### src/rtl/uart_fifo_core.sv
`default_nettype none
// uart_fifo_core: full-duplex UART with 16x oversampled RX and TX/RX FIFOs (valid/ready).
// Optional even parity bit when UART_PARITY_EN is defined.  Rev 1.0
module uart_fifo_core #(
  parameter int NB_DATA    = 8,
  parameter int BAUD_DIV   = 163,
  parameter int FIFO_DEPTH = 4
) (
  input  logic               i_clock,
  input  logic               i_reset,
  input  logic               i_rx,
  output logic               o_tx,
  input  logic [NB_DATA-1:0] i_tx_data,
  input  logic               i_tx_valid,
  output logic               o_tx_ready,
  output logic               o_tx_done_tick,
  output logic [NB_DATA-1:0] o_rx_data,
  output logic               o_rx_valid,
  input  logic               i_rx_ready,
  output logic               o_rx_frame_err,
  output logic               o_rx_overrun,
  output logic               o_rx_parity_err
);
  localparam int          AW       = $clog2(FIFO_DEPTH);
  localparam int          CW       = $clog2(BAUD_DIV);
  localparam logic [AW:0] FULL_CNT = (AW+1)'(FIFO_DEPTH);
  localparam logic [3:0]  LAST_BIT = 4'(NB_DATA-1);

  typedef enum logic [2:0] {
    IDLE, START, DATA,
`ifdef UART_PARITY_EN
    PARITY,
`endif
    STOP
  } state_t;

  logic [CW-1:0] baud_cnt;
  logic          tick;
  logic          rx_meta, rx_sync;

  assign tick = (baud_cnt == CW'(BAUD_DIV-1));

  always_ff @(posedge i_clock or posedge i_reset) begin
    if (i_reset) begin
      baud_cnt <= '0;
      rx_meta  <= 1'b1;
      rx_sync  <= 1'b1;
    end else begin
      baud_cnt <= tick ? '0 : baud_cnt + CW'(1);
      rx_meta  <= i_rx;
      rx_sync  <= rx_meta;
    end
  end

  // ---------------- TX FIFO ----------------
  logic [NB_DATA-1:0] tx_mem [FIFO_DEPTH];
  logic [AW:0]        tx_wr, tx_rd, tx_count;
  logic [NB_DATA-1:0] tx_head;
  logic               tx_push, tx_pop;

  assign tx_count   = tx_wr - tx_rd;
  assign o_tx_ready = (tx_count != FULL_CNT);
  assign tx_push    = i_tx_valid && o_tx_ready;
  assign tx_head    = tx_mem[tx_rd[AW-1:0]];

  always_ff @(posedge i_clock) begin
    if (tx_push) tx_mem[tx_wr[AW-1:0]] <= i_tx_data;
  end

  always_ff @(posedge i_clock or posedge i_reset) begin
    if (i_reset) begin
      tx_wr <= '0;
      tx_rd <= '0;
    end else begin
      if (tx_push) tx_wr <= tx_wr + (AW+1)'(1);
      if (tx_pop)  tx_rd <= tx_rd + (AW+1)'(1);
    end
  end

  // ---------------- TX FSM ----------------
  state_t             tx_state;
  logic [3:0]         tx_ticks, tx_bits;
  logic [NB_DATA-1:0] tx_shift;
  logic               tx_bit_end;
`ifdef UART_PARITY_EN
  logic               tx_par;
`endif

  assign tx_bit_end = tick && (tx_ticks == 4'd15);
  // STOP hands straight over to the next word so back-to-back frames have no gap.
  assign tx_pop = (tx_count != '0) &&
                  ((tx_state == IDLE) || ((tx_state == STOP) && tx_bit_end));

  always_ff @(posedge i_clock or posedge i_reset) begin
    if (i_reset) begin
      tx_state       <= IDLE;
      tx_ticks       <= '0;
      tx_bits        <= '0;
      tx_shift       <= '0;
      o_tx           <= 1'b1;
      o_tx_done_tick <= 1'b0;
`ifdef UART_PARITY_EN
      tx_par         <= 1'b0;
`endif
    end else begin
      o_tx_done_tick <= 1'b0;
      if (tick && (tx_state != IDLE)) tx_ticks <= tx_ticks + 4'd1;
      case (tx_state)
        IDLE: if (tx_pop) begin
          tx_shift <= tx_head;
          tx_ticks <= '0;
          o_tx     <= 1'b0;
          tx_state <= START;
`ifdef UART_PARITY_EN
          tx_par   <= ^tx_head;
`endif
        end
        START: if (tx_bit_end) begin
          tx_bits  <= '0;
          o_tx     <= tx_shift[0];
          tx_state <= DATA;
        end
        DATA: if (tx_bit_end) begin
          if (tx_bits == LAST_BIT) begin
`ifdef UART_PARITY_EN
            o_tx     <= tx_par;
            tx_state <= PARITY;
`else
            o_tx     <= 1'b1;
            tx_state <= STOP;
`endif
          end else begin
            tx_bits  <= tx_bits + 4'd1;
            tx_shift <= tx_shift >> 1;
            o_tx     <= tx_shift[1];
          end
        end
`ifdef UART_PARITY_EN
        PARITY: if (tx_bit_end) begin
          o_tx     <= 1'b1;
          tx_state <= STOP;
        end
`endif
        STOP: if (tx_bit_end) begin
          o_tx_done_tick <= 1'b1;
          if (tx_pop) begin
            tx_shift <= tx_head;
            o_tx     <= 1'b0;
            tx_state <= START;
`ifdef UART_PARITY_EN
            tx_par   <= ^tx_head;
`endif
          end else begin
            tx_state <= IDLE;
          end
        end
        default: tx_state <= IDLE;
      endcase
    end
  end

  // ---------------- RX FSM ----------------
  state_t             rx_state;
  logic [3:0]         rx_ticks, rx_bits;
  logic [NB_DATA-1:0] rx_shift;
  logic               rx_sample_stop, rx_par_ok, rx_push;
`ifdef UART_PARITY_EN
  logic               rx_par_bit;
  assign rx_par_ok = ~(^{rx_shift, rx_par_bit});
`else
  assign rx_par_ok = 1'b1;
`endif

  assign rx_sample_stop = (rx_state == STOP) && tick && (rx_ticks == 4'd15);
  assign rx_push        = rx_sample_stop && rx_sync && rx_par_ok;

  always_ff @(posedge i_clock or posedge i_reset) begin
    if (i_reset) begin
      rx_state <= IDLE;
      rx_ticks <= '0;
      rx_bits  <= '0;
      rx_shift <= '0;
`ifdef UART_PARITY_EN
      rx_par_bit <= 1'b0;
`endif
    end else begin
      case (rx_state)
        IDLE: if (!rx_sync) begin
          rx_ticks <= '0;
          rx_state <= START;
        end
        // Mid-start re-check rejects short glitches without flagging anything.
        START: if (tick) begin
          if (rx_ticks == 4'd7) begin
            rx_ticks <= '0;
            rx_bits  <= '0;
            rx_state <= rx_sync ? IDLE : DATA;
          end else begin
            rx_ticks <= rx_ticks + 4'd1;
          end
        end
        DATA: if (tick) begin
          rx_ticks <= rx_ticks + 4'd1;
          if (rx_ticks == 4'd15) begin
            rx_shift <= {rx_sync, rx_shift[NB_DATA-1:1]};
            rx_bits  <= rx_bits + 4'd1;
`ifdef UART_PARITY_EN
            if (rx_bits == LAST_BIT) rx_state <= PARITY;
`else
            if (rx_bits == LAST_BIT) rx_state <= STOP;
`endif
          end
        end
`ifdef UART_PARITY_EN
        PARITY: if (tick) begin
          rx_ticks <= rx_ticks + 4'd1;
          if (rx_ticks == 4'd15) begin
            rx_par_bit <= rx_sync;
            rx_state   <= STOP;
          end
        end
`endif
        STOP: if (tick) begin
          rx_ticks <= rx_ticks + 4'd1;
          if (rx_ticks == 4'd15) rx_state <= IDLE;
        end
        default: rx_state <= IDLE;
      endcase
    end
  end

  // ---------------- RX FIFO ----------------
  logic [NB_DATA-1:0] rx_mem [FIFO_DEPTH];
  logic [AW:0]        rx_wr, rx_rd, rx_count;
  logic               rx_full, rx_pop, rx_write;

  assign rx_count   = rx_wr - rx_rd;
  assign rx_full    = (rx_count == FULL_CNT);
  assign o_rx_valid = (rx_count != '0);
  assign rx_pop     = o_rx_valid && i_rx_ready;
  assign rx_write   = rx_push && (!rx_full || rx_pop);
  assign o_rx_data  = o_rx_valid ? rx_mem[rx_rd[AW-1:0]] : '0;

  always_ff @(posedge i_clock) begin
    if (rx_write) rx_mem[rx_wr[AW-1:0]] <= rx_shift;
  end

  always_ff @(posedge i_clock or posedge i_reset) begin
    if (i_reset) begin
      rx_wr          <= '0;
      rx_rd          <= '0;
      o_rx_frame_err <= 1'b0;
      o_rx_overrun   <= 1'b0;
    end else begin
      if (rx_write) rx_wr <= rx_wr + (AW+1)'(1);
      if (rx_pop)   rx_rd <= rx_rd + (AW+1)'(1);
      o_rx_frame_err <= rx_sample_stop && !rx_sync;
      o_rx_overrun   <= rx_push && rx_full && !rx_pop;
    end
  end

`ifdef UART_PARITY_EN
  always_ff @(posedge i_clock or posedge i_reset) begin
    if (i_reset) o_rx_parity_err <= 1'b0;
    else         o_rx_parity_err <= rx_sample_stop && rx_sync && !rx_par_ok;
  end
`else
  assign o_rx_parity_err = 1'b0;
`endif

endmodule
`default_nettype wire

### config.mk
export PLATFORM = sky130hd
export DESIGN_NAME = uart_fifo_core
export DESIGN_NICKNAME = d
export VERILOG_FILES = /design/src/rtl/uart_fifo_core.sv
export SDC_FILE = /design/constraint.sdc
export NUM_CORES = 1
export LEC_CHECK = 0
export ABC_AREA = 1
export CORE_AREA = 2 2 108 110
export DETAILED_ROUTE_END_ITERATION = 7
export DIE_AREA = 0 0 110 112
export HOLD_SLACK_MARGIN = 0.06
export PLACE_DENSITY = 0.76
export SLEW_MARGIN = 20
export SYNTH_ARGS = -nofsm -noshare
export SYNTH_HDL_FRONTEND = slang
export SYNTH_SLANG_ARGS = --single-unit
### constraint.sdc
create_clock -name i_clock -period 4.1 [get_ports i_clock]
set_input_delay 0.82 -clock i_clock [delete_from_list [all_inputs] [get_ports i_clock]]
set_output_delay 0.82 -clock i_clock [all_outputs]
set_load 0.01 [all_outputs]
==> flow_summary_export.csv <==
group,metric,value,unit
clock_network,htreeDepth,4,
global_route,grt_use_met1,23.9,%
yosys,ys_top_cells_by_count,"nand2_1, edfxtp_1, nand3_1",
detailed_routing,vias,4180,
global_route,use_met3,5.09,%
global_route,overflow,0,
yosys,yosysTopAreaCellShare,32.3,%
yosys,synthTopCellsByArea,"edfxtp_1, dfrtp_1, nand2_1",
pwr,peakVddDrop,0.328,mV
worst_setup_path,cp.arrival,2970,ps
sta,maxSlewViolCount,0,
placed_design,numPlacedInstances,774,
placed_design,finalWeightedCongestion,0.817,
detailed_routing,dr.pass1.iters,4,
yosys,synth_area_leader_cell,"edfxtp_1",
worst_setup_path,worstSetupEndpointType,"primary output",
yosys,synth_area,5950,µm²
yosys,async_reset_ff_share,49.2,%
yosys,syn_nets,654,
global_route,antenna_found_initial,0,
final_layout,area_delta_synth_final,16.4,%
detailed_routing,drc,0,
die,num_rows,39,
sta,holdWs,355,ps
final_layout,drive_above_1_share,10.9,%
worst_setup_path,start_kind,"flop",
final_layout,nets,687,
global_route,grt_pass1_wl,18700,µm
sta,hold_viol,0,
worst_setup_path,crit_fanout,12,
clock_network,cts_hold_buf,0,
clock_network,cts_tree,"yes",
yosys,syn_area_per_cell,9.65,µm²
yosys,synth_flop_cell,"edfxtp_1",
yosys,yosysWarningCount,0,
job,cap_violations,0,
worst_hold_path,hold_class,"flop to flop",
sta,rsz0062_at_grt,"no",
sta,fin_crit,3790,ps
detailed_routing,drt-initial-drc-count,195,
die,boundaryPins,28,
sta,fmax,0.264,GHz
global_route,track_usage,19.7,%
clock_network,max-clock-path-buffers,2,
sta,finalSetupViolations,0,
sta,slew_headroom,45.4,%
clock_network,cts-resized-gates,0,
yosys,yosysMostFrequentCell,"nand2_1",
final_layout,antenna_cells,0,
clock_network,cts_buffers,17,
sta,finClkSkew,7.21,ps
yosys,synthDistinctLibCells,41,
detailed_routing,drt-vias-per-instance,5.19,
die,die_w,110,µm
yosys,ys_ff_latch,126,
die,initial_core_util,53.3,%
pwr,power_density,463,nW/µm²
detailed_routing,wl_per_cell,13.7,µm
global_route,grt_pass1_vias,4075,
run_status,run_status,"finished clean",
clock_network,cts_setup_buffers,0,
global_route,use_met2,33.0,%
yosys,synthCells,617,
clock_network,cts_root_buf,"clkbuf_16",
pwr,power.leakage,3.24,nW
sta,worstMarginPinSlew,815,ps
die,core_area,11200,µm²
worst_setup_path,crit_type,"flop to primary output",
global_route,grt_max_degree,31,
worst_setup_path,required,3280,ps
die,die_area,12300,µm²
die,die_y,112,µm
detailed_routing,ant_nets,0,
clock_network,clock_sinks,126,
final_layout,stdcell_count,806,
sta,fin_setup_tns,0,ps
clock_network,clk_latency,420,ps
placed_design,io_buffer_count,26,
sta,period_share,92.4,%
clock_network,path_clk_slew,60,ps
yosys,yosysSeqAreaShare,58.4,%
global_route,grt_most_used_layer,"met2",
final_layout,final.fill_count,893,
yosys,synth_edf_count,64,
detailed_routing,finalWirelength,11000,µm
placed_design,dpl.hpwl,7550,µm
## state kept, by name, summed over array words and instances (netlist names)
register and cells:
tx_mem 32, tx_bits 4, rx_state 2, rx_sync 1, o_tx 1, tx_shift 8
rx_bits 4, rx_ticks 4, o_tx_done_tick 1, rx_meta 1, rx_mem 32, o_rx_overrun 1
tx_rd 3, tx_state 2, rx_shift 8, o_rx_frame_err 1, rx_rd 3, tx_ticks 4
rx_wr 3, baud_cnt 8, tx_wr 3
## logic make-up (layout without fill, tap and decap cells)
kind of cell	after synthesis	count (layout)	share of synthesized area [%]
adder cells (fa/ha/maj)	24	24	5.04
AO/OA/AOI/OAI	61	61	5.86
flip-flops	126	126	58.4
XOR/XNOR	11	11	1.62
buffers and inverters	81	127	5.48
AND/OR/NAND/NOR	313	313	23.5
other	1	1	0.0630
## per-layer routing
metal  up-vias  part of all wire [%]
li1       2098                     -
met1      1988                    44
met2        75                    51
met3        19                   3.5
met4         0                   1.6
met5         -                     0
## per-stage QoR
stage	instance area, µm²	setup WS [ps]	power, W	utilization, %
floorplan	5950	1510	0.00164	-
global placement	6330	887	0.00170	56.7
detailed placement	6330	764	0.00172	56.7
CTS	6930	301	0.00323	62.0
global route	6930	66.1	0.00334	62.0
finish	6930	313	0.00321	62.0
## layout by cell type (no fill, tap or decap), drive strengths merged
cell type	instances
a21oi	16
a31oi	3
and3	1
buf	2
bufinv	2
clkbuf	17
clkdlybuf4s50	26
clkinv	4
clkinvlp	1
conb	1
dfrtp	59
dfstp	3
edfxtp	64
ha	24
inv	75
nand2	179
nand3	64
nand4	6
nor2	56
nor3	4
nor3b	1
nor4	1
o21ai	30
o21bai	2
o22ai	8
o31ai	2
or2	1
xnor2	3
xor2	8
## area by class of cell
cell class / count / area, µm² / share of cell area, %
inverter: 67 / 251 / 3.63
tap: 143 / 179 / 2.58
sequential: 126 / 3480 / 50.2
multi-input combinational: 410 / 2150 / 31.0
clock inverter: 15 / 174 / 2.51
timing repair buffer: 28 / 275 / 3.97
clock buffer: 17 / 425 / 6.14
## power by group
| part | total (W) | internal, W | switching, W |
|---|---|---|---|
| combinational | 0.000249 | 0.0000829 | 0.000166 |
| sequential | 0.00145 | 0.00142 | 0.0000321 |
| clock | 0.00151 | 0.000916 | 0.000597 |
## path summary, 6_finish.rpt
kind	startpoint	endpoint	slack [ps]	cells past startpoint
min in group asynchronous	i_reset	rx_shift[0]$_DFFE_PP0P_	800	2
min reg2reg	rx_meta$_DFF_PP1_	rx_sync$_DFF_PP1_	360	0
min	rx_meta$_DFF_PP1_	rx_sync$_DFF_PP1_	360	0
max	rx_rd[1]$_DFFE_PP0P_	o_rx_data[2]	310	9
max in group asynchronous	i_reset	rx_sync$_DFF_PP1_	2520	3
max reg2reg	tx_rd[1]$_DFFE_PP0P_	tx_mem[2][3]$_DFFE_PP_	1240	9
## critical path, cell delays in order, from the launching register on
cell	delay, ps
dfrtp_1	490
inv_1	210
ha_1	360
inv_1	50
o21bai_1	220
xnor2_1	170
nand3_1	360
nand2_1	170
inv_1	60
clkdlybuf4s50_1	470
No activity file was read; power rests on OpenSTA's default activity.
